$ cat src/rtl/if_id_skid_reg.sv
// IF/ID pipeline register with one skid slot: registered in_ready, strict FIFO order,
// flush discards held beats, stall gates out_valid, and a saturating bubble counter.
module if_id_skid_reg #(
  parameter int OPC_W = 3,
  parameter int AD_W  = 5,
  parameter int IMM_W = 8,
  parameter int CNT_W = 16
) (
  input  logic             clk,
  input  logic             rst,
  input  logic             flush,
  input  logic             stall,
  input  logic             in_valid,
  output logic             in_ready,
  input  logic [OPC_W-1:0] in_opcode,
  input  logic [AD_W-1:0]  in_ad1,
  input  logic [IMM_W-1:0] in_imm,
  output logic             out_valid,
  input  logic             out_ready,
  output logic [OPC_W-1:0] out_opcode,
  output logic [AD_W-1:0]  out_ad1,
  output logic [IMM_W-1:0] out_imm,
  output logic [1:0]       occupancy,
  output logic [CNT_W-1:0] bubble_cnt
);

  typedef enum logic [1:0] {
    EMPTY = 2'd0,
    ONE   = 2'd1,
    TWO   = 2'd2
  } state_e;

  state_e             state_q, state_d;
  logic               in_ready_q, in_ready_d;
  logic [OPC_W-1:0]   out_opc_q, out_opc_d, skid_opc_q, skid_opc_d;
  logic [AD_W-1:0]    out_ad_q, out_ad_d, skid_ad_q, skid_ad_d;
  logic [IMM_W-1:0]   out_imm_q, out_imm_d, skid_imm_q, skid_imm_d;
  logic [CNT_W-1:0]   bubble_q, bubble_d;
  logic               accept_s;
  logic               pop_s;
  logic               out_valid_s;

  assign out_valid_s = (state_q != EMPTY) && !stall;
  assign accept_s    = in_valid && in_ready_q;
  assign pop_s       = out_valid_s && out_ready;

  // Next-state, payload steering and bubble counting
  always_comb begin
    state_d    = state_q;
    out_opc_d  = out_opc_q;
    out_ad_d   = out_ad_q;
    out_imm_d  = out_imm_q;
    skid_opc_d = skid_opc_q;
    skid_ad_d  = skid_ad_q;
    skid_imm_d = skid_imm_q;
    bubble_d   = bubble_q;

    case (state_q)
      EMPTY: begin
        if (accept_s) begin
          state_d   = ONE;
          out_opc_d = in_opcode;
          out_ad_d  = in_ad1;
          out_imm_d = in_imm;
        end else begin
          state_d = EMPTY;
        end
      end
      ONE: begin
        if (accept_s && pop_s) begin
          out_opc_d = in_opcode;
          out_ad_d  = in_ad1;
          out_imm_d = in_imm;
        end else if (accept_s) begin
          state_d    = TWO;
          skid_opc_d = in_opcode;
          skid_ad_d  = in_ad1;
          skid_imm_d = in_imm;
        end else if (pop_s) begin
          state_d = EMPTY;
        end else begin
          state_d = ONE;
        end
      end
      TWO: begin
        if (pop_s) begin
          state_d   = ONE;
          out_opc_d = skid_opc_q;
          out_ad_d  = skid_ad_q;
          out_imm_d = skid_imm_q;
        end else begin
          state_d = TWO;
        end
      end
      default: state_d = EMPTY;
    endcase

    // Flush only empties the queue; stored payload bits are left as they were.
    if (flush) begin
      state_d    = EMPTY;
      out_opc_d  = out_opc_q;
      out_ad_d   = out_ad_q;
      out_imm_d  = out_imm_q;
      skid_opc_d = skid_opc_q;
      skid_ad_d  = skid_ad_q;
      skid_imm_d = skid_imm_q;
    end else begin
      state_d = state_d;
    end

    in_ready_d = (state_d != TWO);

    if (!out_valid_s && (bubble_q != {CNT_W{1'b1}})) begin
      bubble_d = bubble_q + CNT_W'(1);
    end else begin
      bubble_d = bubble_q;
    end
  end

  // State, payload and counter registers
  always_ff @(posedge clk) begin
    if (rst) begin
      state_q    <= EMPTY;
      in_ready_q <= 1'b1;
      out_opc_q  <= '0;
      out_ad_q   <= '0;
      out_imm_q  <= '0;
      skid_opc_q <= '0;
      skid_ad_q  <= '0;
      skid_imm_q <= '0;
      bubble_q   <= '0;
    end else begin
      state_q    <= state_d;
      in_ready_q <= in_ready_d;
      out_opc_q  <= out_opc_d;
      out_ad_q   <= out_ad_d;
      out_imm_q  <= out_imm_d;
      skid_opc_q <= skid_opc_d;
      skid_ad_q  <= skid_ad_d;
      skid_imm_q <= skid_imm_d;
      bubble_q   <= bubble_d;
    end
  end

  assign in_ready   = in_ready_q;
  assign out_valid  = out_valid_s;
  assign out_opcode = out_opc_q;
  assign out_ad1    = out_ad_q;
  assign out_imm    = out_imm_q;
  assign occupancy  = state_q;
  assign bubble_cnt = bubble_q;

endmodule

$ cat config.mk
export PLATFORM = sky130hd
export DESIGN_NAME = if_id_skid_reg
export DESIGN_NICKNAME = d
export VERILOG_FILES = /design/src/rtl/if_id_skid_reg.sv
export SDC_FILE = /design/constraint.sdc
export NUM_CORES = 1
export LEC_CHECK = 0
export ABC_AREA = 0
export BUFFER_PORTS_ARGS = -buffer_cell sky130_fd_sc_hd__buf_2
export CAP_MARGIN = 10
export CORE_MARGIN = 4
export CORE_UTILIZATION = 25
export CTS_CLUSTER_SIZE = 25
export DETAILED_ROUTE_END_ITERATION = 8
export GPL_TIMING_DRIVEN = 0
export REMOVE_ABC_BUFFERS = 1
export SKIP_LAST_GASP = 1
export SLEW_MARGIN = 20
export SYNTH_ARGS = -nofsm -noshare
export SYNTH_HDL_FRONTEND = slang
export SYNTH_SLANG_ARGS = --single-unit
$ cat constraint.sdc
create_clock -name clk -period 2 [get_ports clk]
set_input_delay 0.2 -clock clk [delete_from_list [all_inputs] [get_ports clk]]
set_output_delay 0.2 -clock clk [all_outputs]
set_load 0.02 [all_outputs]
# ---- After elaboration in Yosys (flattened, before gate mapping)
# Cells that the tools add are included.
dict set report totals {
  register_bits 51
  output_inout_bits 36
  wordCells 50
}
dict set report op_classes {
  n_addsub 1
  n_eq_ne 7
  mux 19
  bitwise_logic 2
  n_reduce_logical 12
}
# op count
set ops {}
lappend ops {{8-bit 2-to-1 mux} 3}
lappend ops {{8-bit case mux with 3 select lines} 1}
lappend ops {{16-bit by 1-bit adder with 16-bit output (second input constant)} 1}
lappend ops {{16-bit != test (second input constant)} 1}
lappend ops {{5-bit 2-to-1 mux} 3}
lappend ops {{5-bit case mux with 3 select lines} 1}
lappend ops {{3-bit 2-to-1 mux} 3}
lappend ops {{3-bit case mux with 3 select lines} 1}
lappend ops {{2-bit 2-to-1 mux} 4}
lappend ops {{2-bit != test (second input constant)} 4}
lappend ops {{2-bit case mux with 3 select lines} 1}
lappend ops {{1-bit logical AND} 5}
lappend ops {{5-bit AND reduction} 1}
lappend ops {{4-bit AND reduction} 1}
lappend ops {{3-bit nonzero test} 1}
lappend ops {{2-bit by 1-bit equality test with 1-bit output (second input constant)} 1}
lappend ops {{2-bit equality test (second input constant)} 1}
lappend ops {{1-bit logical NOT} 2}
lappend ops {{2-bit logical NOT} 1}
lappend ops {{1-bit 2-to-1 mux} 2}
lappend ops {{1-bit inverter} 2}
lappend ops {{2-bit nonzero test} 1}

# ---- Logic depth before layout (Yosys ltp)
# Gate-level depths: netlist of run 1.
dict set report logic_depth {
  word_depth 9
  depth_mapped 6
}

# ---- Worst setup path before layout of run 1
# Ideal clock, no wire load.
dict set report synth_path {
  path_type {reg-to-reg}
  startpoint {register bubble_q[0] (netlist: bubble_cnt[0])}
  endpoint {register bubble_q[14] (netlist: bubble_cnt[14])}
  arrival_time_ps 2022
  required_time_ps 1930
  slack_ps -93
  path_stages_with_launch 6
  path_buffers 0
  cell_sequence {dfxtp_1 -> ha_1 -> nand4_1 -> or4b_4 -> or4_1 -> a21oi_1}
}
dict set report synth_between {
  elab_chain_len 2
  elab_cells_between_ends 3
  cone_classes {add/sub (1); eq/ne (1); reduce/logical (1)}
}
# item line_no
set synth_lines {}
lappend synth_lines {{start, declared} 38} ;# logic [CNT_W-1:0] bubble_q, bubble_d;
lappend synth_lines {{start signal, assigned} 141} ;# bubble_q <= bubble_d;
lappend synth_lines {{branches (longest 2 deep; another with 16-bit by 1-bit adder with 16-bit output)} --}
# Parallel ways; which one is timed is not known.
# A chain may end at the register's enable or synchronous reset.

# ---- Worst setup path after layout of run 1
# Same ends and word-level chain as after synthesis.

==> results of run 1 <==
[sequential cells by signal (all words and copies together) (netlist names)]
signal      cells
bubble_cnt     16
skid_ad_q       5
out_opcode      3
in_ready        1
occupancy       2
skid_opc_q      3
out_ad1         5
skid_imm_q      8
out_imm         8
[path summary, 6_finish.rpt]
check | start | endpoint | slack, ns
hold reg to reg | skid_imm_q[0]$_SDFFE_PP0P_ | skid_imm_q[0]$_SDFFE_PP0P_ | 0.50
setup reg to reg | bubble_cnt[0]$_SDFFE_PP0P_ | bubble_cnt[14]$_SDFFE_PP0P_ | -0.02
hold / removal | in_ad1[4] | skid_ad_q[4]$_SDFFE_PP0P_ | 0.15
setup / recovery | bubble_cnt[0]$_SDFFE_PP0P_ | bubble_cnt[14]$_SDFFE_PP0P_ | -0.02
[area by class of cell]
| class | instances | area, sq um | area share [%] |
|---|---|---|---|
| Timing Repair Buffer | 65 | 345 | 11.7 |
| Clock inverter | 2 | 60.1 | 2.03 |
| Tap cell | 111 | 139 | 4.70 |
| Multi-Input combinational cell | 176 | 1280 | 43.4 |
| Clock buffer | 6 | 72.6 | 2.46 |
| Sequential cell | 51 | 1030 | 35.0 |
| Inverter | 5 | 22.5 | 0.762 |
[cells by family (layout without fill, tap and decap cells)]
group	Yosys count	after routing	synth area share (%)
buffers and inverters	22	78	3.73
DFF	51	51	43.5
adders and majority gates	1	1	0.532
AOI/OAI and AO/OA	62	62	18.3
muxes	36	36	15.5
and+or+nand+nor	77	77	18.5
[power breakdown]
part,internal (mW),total [mW],switching [mW]
sequential,1.05,1.08,0.0282
combinational,0.108,0.270,0.162
clock,0.500,0.844,0.343
[layout by cell type, fill, tap and decap left out, types with 5 or more instances in the layout]
| cell type | count |
|---|---|
| nand3_1 | 5 |
| nor2_1 | 30 |
| mux2i_1 | 33 |
| dfxtp_1 | 45 |
| buf_4 | 8 |
| clkbuf_8 | 5 |
| a311oi_1 | 16 |
| buf_2 | 57 |
| a21oi_1 | 24 |
| nand2_1 | 5 |
| nand4_1 | 5 |
| a211oi_1 | 5 |
[routing by layer]
layer	wire length [um]	track usage (%)	up-vias
met3	350	3.21	2
li1	-	-	1041
met2	2800	18.0	61
met4	21	1.97	0
met1	2680	12.5	974
met5	0	0	-
[through the flow]
stage          setup TNS (ns)  power, mW  worst slack, ns  hold WS [ns]
3_3_place_gp           -12.86       1.35           -0.579         0.452
6_report              -0.0152       2.20          -0.0152         0.145
3_5_place_dp           -12.25       1.36           -0.634         0.462
2_1_floorplan          -0.412       1.25          -0.0921         0.269
4_1_cts               -0.0918       2.23          -0.0918         0.131
5_1_grt                -0.127       2.31          -0.0917         0.146
[critical path, delay by kind of cell (launching register included)]
kind / cells / cell delay, ns
simple gates: 3 / 1.29
flops: 1 / 0.39
fa+ha+maj: 1 / 0.15
compound gates: 1 / 0.12
[repair_timing]
action / 4_1_cts / 5_1_grt
gates resized for setup: 7 / 10
setup endpoints to repair: 39 / 3
setup buffers: 1 / 7
pin swaps: 0 / 3
==> qor.yml, run 1 <==
floorplanning:
  fp.dieW_um: 105
  core_sq_um: 9200
  die-area_sq_um: 11000
  rows: 35
  fp.dieH_um: 105
  ios: 58
  initial_core_util_pct: 25.6
logic_synthesis:
  ys_warn_count: 0
  ys_seq_elements: 51
  syn_inst: 249
  synth_seq_area_share_pct: 43.5
  async_flop_share_pct: 0
  synthFlopType: "dfxtp_1"
  syn_avg_cell_area_sq_um: 9.44
  yosys.cell_types.count: 39
  yosysMostFrequentCell: "dfxtp_1"
  syn_area_sq_um: 2350
  synth_area_leader_cell: "dfxtp_1"
  synth_edf_count: 0
  netlist.area_leader.share_pct: 43.5
  synth_area_leaders: "dfxtp_1 43%, mux2i_1 14%, a311oi_1 6.0%"
  ys_top_cells_by_count: "51 x dfxtp_1, 33 x mux2i_1, 30 x nor2_1"
clock_tree:
  cts.sinks: 51
  insertion_delay_ns: 0.30
  clock-root-buffer: "clkbuf_8"
  cts-buffers-inserted: 5
  cts_tree: "yes"
  clockBufferDepth: 2
  h-tree-depth: 2
  clkTransAtPathRegs_ns: 0.10
  ctsHoldBuffers: 0
cells_and_area:
  antennaDiodeCount: 0
  post-route-util_pct: 32.1
  drive_gt1_share_pct: 31.5
  fillers: 961
  syn2layout_area_growth_pct: 25.7
  fin_area_sq_um: 2950
  nets: 327
  final_cells: 416
worst_setup_path:
  worstRegToRegCells: 5
  cp_cell_sequence: "ha_4, nand4_1, or4b_4, or4_4, a21oi_2"
  crit_slowest_cell: "or4b_4"
  critPathKind: "flop to flop"
  crit_path_start_kind: "flop"
  arrival_ns: 2.24
  path_max_fanout: 5
  cp_data_required_time_ns: 2.22
  cpPeakStageDelay_ns: 0.61
  worstSetupEndpointType: "flop"
sta:
  setup_violations: 1
  hold_viol_final: 0
  timing.final.crit_share_pct: 101
  worst_pin_slew_ns: 1.01
  grt_setup_unrepaired: "yes"
  setup_ws_ns: -0.0152
  skew_ns: 0.00879
  slew_headroom_pct: 32.9
  maxSlewViolCount: 0
  fmax_mhz: 496
  period_needed_ns: 2.02
drt:
  route.detailed.drc: 0
  num_vias: 2078
  drtIter0Drc: 100
  wire_per_inst_um: 14.1
  vias_per_cell: 5.00
  ant_nets: 0
  routed_wl_um: 5860
  firstDrtPassIters: 4
min_path:
  holdPathStages: 3
  hp-class: "input pin to flop"
placement:
  place_area_sq_um: 2710
  port_buffers: 57
  gp_congestion: 0.877
  placed_cells: 400
  hpwlAfterDp_um: 3850
job:
  drv_cap: 0
power_and_ir_drop:
  p_leak_nw: 1.24
  ir_worst_vdd_v: 0.000323
  p_per_area_nw_per_um2: 743
grt:
  grt.total_usage_pct: 10.3
  antenna_found_initial: 0
  grt_max_degree: 54
  grt_pass1_vias: 2020
  grt_pass1_wl_um: 9550
  overflow: 0
status:
  failed_checks: "setup timing"
  outcome: "finished, violations left"
No activity file was read; power rests on OpenSTA's default activity.
==> run 2, diff against run 1 <==
CORE_UTILIZATION = 47   (was 25)
PLACE_DENSITY = 0.75   (was default)
==> qor.yml, run 2 (synthesis gave the netlist of run 1 again) <==
status:
  outcome: "complete, no violations"
worst_setup_path:
  rr_startpoint: "bubble_cnt[0]$_SDFFE_PP0P_"
  critPathKind: "flop to flop"
  regToRegSetupSlack_ns: 0.05  # +0.06 ns
  cp_data_required_time_ns: 2.23  # about the same
  path_max_fanout: 5  # unchanged
  crit_path_start_kind: "flop"
  arrival_ns: 2.18  # -0.06 ns
  r2r_end: "bubble_cnt[14]$_SDFFE_PP0P_"
  worstSetupEndpointType: "flop"
  worstRegToRegCells: 5  # unchanged
power_and_ir_drop:
  p_per_area_nw_per_um2: 694  # -6.7%
  power_mw: 1.95  # -11%
  p_leak_nw: 1.21  # -3.0%
  ir_worst_vdd_v: 0.000468  # +45%
drt:
  wire_per_inst_um: 14.1  # +0.42%
  routed_wl_um: 5200  # -11%
  num_vias: 2059  # -0.91%
  route.detailed.drc: 0  # unchanged
  ant_nets: 0  # unchanged
  firstDrtPassIters: 4  # unchanged
  drtIter0Drc: 115  # +15%
  vias_per_cell: 5.60  # +12%
floorplanning:
  initial_core_util_pct: 49.1  # +24 points
  ios: 58  # unchanged
  core_sq_um: 4790  # -48%
  fp.dieH_um: 78.7  # -25%
  fp.dieW_um: 78.7  # -25%
  rows: 25  # -29%
  die-area_sq_um: 6190  # -44%
clock_tree:
  clkTransAtPathRegs_ns: 0.10  # about the same
  cts_tree: "yes"
  ctsHoldBuffers: 0  # unchanged
  clock-root-buffer: "clkbuf_8"
  clockBufferDepth: 2  # unchanged
  insertion_delay_ns: 0.31  # about the same
  h-tree-depth: 2  # unchanged
  cts.sinks: 51  # unchanged
  cts-buffers-inserted: 5  # unchanged
grt:
  antenna_found_initial: 0  # unchanged
  grt_pass1_wl_um: 8510  # -11%
  overflow: 0  # unchanged
  grt_max_degree: 54  # unchanged
  grt.total_usage_pct: 16.8  # +6.5 points
  grt_pass1_vias: 1922  # -4.9%
cells_and_area:
  fillers: 424  # -56%
  nets: 323  # -1.2%
  register_area_sq_um: 1030  # -0.24%
  fin_area_sq_um: 2820  # -4.6%
  multi_input_area_sq_um: 1270  # -0.59%
  largest_reg_flops: 16  # unchanged
  syn2layout_area_growth_pct: 19.9
  drive_gt1_share_pct: 29.6  # -1.9 points
  layout_common_cells: "57 x buf_2, 47 x dfxtp_1, 33 x mux2i_1"
  antennaDiodeCount: 0  # unchanged
  final_cells: 368  # -12%
  final_common_cell: "buf_2"
sta:
  setup_total_negative_slack_ns: 0  # +0.0152 ns
  setup_violations: 0  # -1
  fmax_mhz: 512  # +3.2%
  slew_headroom_pct: 37.6  # +4.7 points
  worst_pin_slew_ns: 0.936  # -0.0704 ns
  timing.final.crit_share_pct: 97.6  # -3.2 points
  grt_setup_unrepaired: "yes"
  setup_ws_ns: 0.0480  # +0.0631 ns
  skew_ns: 0.0116  # +0.00277 ns
  hold_viol_final: 0  # unchanged
  maxSlewViolCount: 0  # unchanged
  period_needed_ns: 1.95  # -0.0631 ns
min_path:
  hp-class: "input pin to flop"
  min_delay_worst_endpoint: "skid_imm_q[7]$_SDFFE_PP0P_"
  holdPathStages: 3  # unchanged
  min_from: "in_imm[7]"
placement:
  place_area_sq_um: 2660  # -2.0%
  port_buffers: 57  # unchanged
  place_ws_ns: -0.467  # +0.167 ns
  gp_congestion: 0.842  # -3.9%
  hpwlAfterDp_um: 3470  # -9.9%
  placed_cells: 356  # -11%
job:
  drv_cap: 0  # unchanged
[run 2: worst max-delay path by stage]
stage                               startpoint                     endpoint  slack, ns  cells past startpoint
floorplan           bubble_cnt[0]$_SDFFE_PP0P_  bubble_cnt[14]$_SDFFE_PP0P_      -0.09                      5
global placement    bubble_cnt[0]$_SDFFE_PP0P_   bubble_cnt[3]$_SDFFE_PP0P_      -0.48                      5
detailed placement                       flush   skid_imm_q[2]$_SDFFE_PP0P_      -0.47                      5
CTS                 bubble_cnt[1]$_SDFFE_PP0P_  bubble_cnt[14]$_SDFFE_PP0P_      -0.07                      5
global route        bubble_cnt[0]$_SDFFE_PP0P_  bubble_cnt[14]$_SDFFE_PP0P_      -0.02                      5
finish              bubble_cnt[0]$_SDFFE_PP0P_  bubble_cnt[14]$_SDFFE_PP0P_       0.05                      5
[run 2: power by group]
| part | internal (mW) | total [mW] | switching (mW) |
|---|---|---|---|
| clock network | 0.251 | 0.611 | 0.360 |
| logic | 0.104 | 0.261 | 0.157 |
| registers | 1.05 | 1.08 | 0.0278 |
| total | 1.41 | 1.95 | 0.545 |
[run 2: layout make-up]
class / instances / share of cell area (%)
tap: 67 / 2.98
clock buffer: 5 / 2.44
multi-input combinational: 176 / 45.2
inverter: 5 / 0.799
sequential: 51 / 36.6
clock inverter: 3 / 0.799
timing repair buffer: 61 / 11.2
[run 2: what timing repair did]
action	in CTS	in global routing
pin swaps	0	3
endpoints found under the setup margin	36	40
setup buffers	1	3
resized for setup	2	11
[run 2: metal layers]
layer,track usage (%),vias up,part of all wire [%]
li1,-,1034,-
met1,19.9,965,46
met2,28.4,54,46
met3,6.58,6,7.2
met4,4.55,0,0.90
met5,0,-,0
[run 2: worst max-delay path, stage by stage, from the launching register on]
cell     delay [ns]
dfxtp_4        0.39
ha_4           0.14
nand4_1        0.15
or4b_4         0.59
or4_1          0.48
a21oi_1        0.13
[run 2: stage by stage]
stage / util (%) / hold slack (ns)
after floorplan: - / 0.269
after global placement: 55.4 / 0.452
after detailed placement: 55.5 / 0.462
after global routing: 58.9 / 0.152
after CTS: 57.6 / 0.120
final: 58.9 / 0.129
==> run 3, diff against run 2 <==
ABC_AREA = 1   (was 0)
CORE_UTILIZATION = 49   (was 47)
CTS_CLUSTER_SIZE = 24   (was 25)
PLACE_DENSITY = 0.76   (was 0.75)
==> qor.yml, run 3 <==
logic_synthesis:
  synth_area_leaders: "dfxtp_1 39%, nand2_1 17%, nor2_1 9.7%"
  synth_edf_count: 0  # unchanged
  synth_seq_area_share_pct: 38.9  # -4.6 points
  yosys.cell_types.count: 28  # -28%
  synthFlopType: "dfxtp_1"
  netlist.area_leader.share_pct: 38.9  # -4.6 points
  synth_area_leader_cell: "dfxtp_1"
  ys_warn_count: 0  # unchanged
  syn_avg_cell_area_sq_um: 6.79  # -28%
  yosysMostFrequentCell: "nand2_1"
  ys_top_cells_by_count: "122 x nand2_1, 68 x nor2_1, 51 x dfxtp_1"
  ys_seq_elements: 51  # unchanged
  syn_inst: 387  # +55%
  async_flop_share_pct: 0  # unchanged
  syn_area_sq_um: 2630  # +12%
sta:
  worst_pin_slew_ns: 1.01  # +0.0725 ns
  hold_viol_final: 0  # unchanged
  slew_headroom_pct: 32.7  # -4.9 points
  setup_ws_ns: 0.135  # +0.0866 ns
  period_needed_ns: 1.87  # -0.0866 ns
  timing.final.crit_share_pct: 93.3  # -4.3 points
  maxSlewViolCount: 0  # unchanged
  fmax_mhz: 536  # +4.6%
  grt_setup_unrepaired: "yes"
  whs_ns: 0.163  # +0.0346 ns
  skew_ns: 0.00820  # -0.00335 ns
  setup_violations: 0  # unchanged
drt:
  routed_wl_um: 6230  # +20%
  ant_nets: 0  # unchanged
  wire_per_inst_um: 12.1  # -14%
  drtIter0Drc: 138  # +20%
  vias_per_cell: 5.04  # -10%
  firstDrtPassIters: 4  # unchanged
  num_vias: 2589  # +26%
  route.detailed.drc: 0  # unchanged
worst_setup_path:
  cp_cell_sequence: "nor2_2, nor2_8, nand2_4, a21oi_2, nand3b_1, nand2_1, nor2_1"
  arrival_ns: 2.07  # -0.11 ns
  critPathKind: "flop to flop"
  cpPeakStageDelay_ns: 0.62  # +0.03 ns
  crit_path_start_kind: "flop"
  cp_data_required_time_ns: 2.21  # -0.02 ns
  worstSetupEndpointType: "flop"
  path_max_fanout: 16  # +11
  crit_slowest_cell: "a21oi_2"
floorplanning:
  fp.dieH_um: 81.2  # +3.2%
  ios: 58  # unchanged
  die-area_sq_um: 6600  # +6.5%
  initial_core_util_pct: 51.1  # +2.0 points
  rows: 26  # +4.0%
  core_sq_um: 5140  # +7.4%
  fp.dieW_um: 81.2  # +3.2%
cells_and_area:
  final_common_cell: "nand2_1"
  fillers: 522  # +23%
  largest_reg_flops: 16  # unchanged
  layout_common_cells: "122 x nand2_1, 68 x nor2_1, 57 x buf_2"
  drive_gt1_share_pct: 20.0  # -9.5 points
  register_area_sq_um: 1020  # -0.85%
  post-route-util_pct: 59.7  # +0.79 points
  final_cells: 514  # +40%
  multi_input_area_sq_um: 1430  # +12%
  syn2layout_area_growth_pct: 16.8
  antennaDiodeCount: 0  # unchanged
  nets: 466  # +44%
min_path:
  hp-class: "input pin to flop"
placement:
  placed_cells: 497  # +40%
  place_ws_ns: -0.185  # +0.283 ns
  gp_congestion: 0.845  # +0.26%
  port_buffers: 57  # unchanged
  hpwlAfterDp_um: 3960  # +14%
job:
  drv_cap: 0  # unchanged
clock_tree:
  cts_tree: "yes"
  cts-buffers-inserted: 5  # unchanged
  cts.sinks: 51  # unchanged
  clockBufferDepth: 2  # unchanged
  clkTransAtPathRegs_ns: 0.10  # about the same
  clock-root-buffer: "clkbuf_8"
  insertion_delay_ns: 0.30  # about the same
  h-tree-depth: 2  # unchanged
status:
  outcome: "complete, no violations"
power_and_ir_drop:
  p_leak_nw: 1.36  # +13%
  ir_worst_vdd_v: 0.000481  # +2.6%
  power_mw: 2.03  # +3.6%
  p_per_area_nw_per_um2: 660  # -4.8%
grt:
  antenna_found_initial: 0  # unchanged
  grt.total_usage_pct: 19.1  # +2.2 points
  grt_pass1_vias: 2356  # +23%
  overflow: 0  # unchanged
  grt_pass1_wl_um: 10300  # +21%
  grt_max_degree: 39  # -28%
[run 3: cell types whose count changed in the layout (fill, tap and decap cells not counted), moves of 4 or more]
cell      previous run  this run
or3_1                4         0
nor2_1              30        68
o21ai_0              4        22
nand2b_1             4         0
a21oi_1             25        33
inv_1                3        16
a211oi_1             5         0
a311oi_1            16         0
nand2_1              5       122
nand3b_1             1        16
mux2i_1             33         0
[run 3: power breakdown]
group	total (mW)	leakage [nW]	internal, mW	switching (mW)
registers	1.09	0.416	1.06	0.0287
clock network	0.624	0.0484	0.284	0.340
logic	0.312	0.899	0.113	0.200
total	2.03	1.36	1.46	0.568
[run 3: cells by family after synthesis]
kind of cell,share of synthesized area [%]
and+or+nand+nor,38.3
DFF,38.9
xor gates and xnor gates,1.67
AOI/OAI and AO/OA,12.8
adders and majority gates,0.476
buffers and inverters,7.86
[run 3: worst max-delay path, delay by kind of cell, from the launching register on]
kind | cells | cell delay (ns)
compound gates | 1 | 0.62
flops | 1 | 0.48
simple gates | 6 | 0.68
[run 3: layout make-up]
class / instances / share of cell area, %
Clock buffer: 7 / 2.82
Clock inverter: 1 / 0.286
Inverter: 21 / 2.57
Multi-Input combinational cell: 300 / 46.7
Sequential cell: 51 / 33.3
Tap cell: 70 / 2.86
Timing Repair Buffer: 64 / 11.4
[run 3: repair_timing]
item | in CTS | in global routing
pin swaps | 0 | 4
cloned | 0 | 2
endpoints found under the setup margin | 12 | 30
setup buffers | 0 | 7
hold buffers | 0 | 0
resized for setup | 1 | 3
[run 3: per-layer routing]
metal | global-route usage (%) | vias up | wire length, um | share of wire (%)
li1 | - | 1353 | - | -
met1 | 24.9 | 1164 | 2840 | 46
met2 | 32.1 | 61 | 2920 | 47
met3 | 3.99 | 11 | 351 | 5.6
met4 | 4.73 | 0 | 112 | 1.8
met5 | 0 | - | 0 | 0
[run 3: worst paths after layout]
kind,slack (ns),endpoint,depth (start not counted),startpoint
hold reg to reg,0.46,skid_opc_q[0]$_SDFFE_PP0P_,2,skid_opc_q[0]$_SDFFE_PP0P_
hold / removal,0.16,skid_ad_q[2]$_SDFFE_PP0P_,3,in_ad1[2]
setup / recovery,0.13,out_opcode[1]$_SDFFE_PP0P_,7,occupancy[0]$_SDFF_PP0_
setup reg to reg,0.13,out_opcode[1]$_SDFFE_PP0P_,7,occupancy[0]$_SDFF_PP0_
[run 3: through the flow]
stage | TNS, ns | cell area [sq um]
6_report | 0 | 3070
3_5_place_dp | -1.92 | 2870
4_1_cts | 0 | 2970
3_3_place_gp | -1.33 | 2870
5_1_grt | -0.0166 | 3070
2_1_floorplan | 0 | 2500
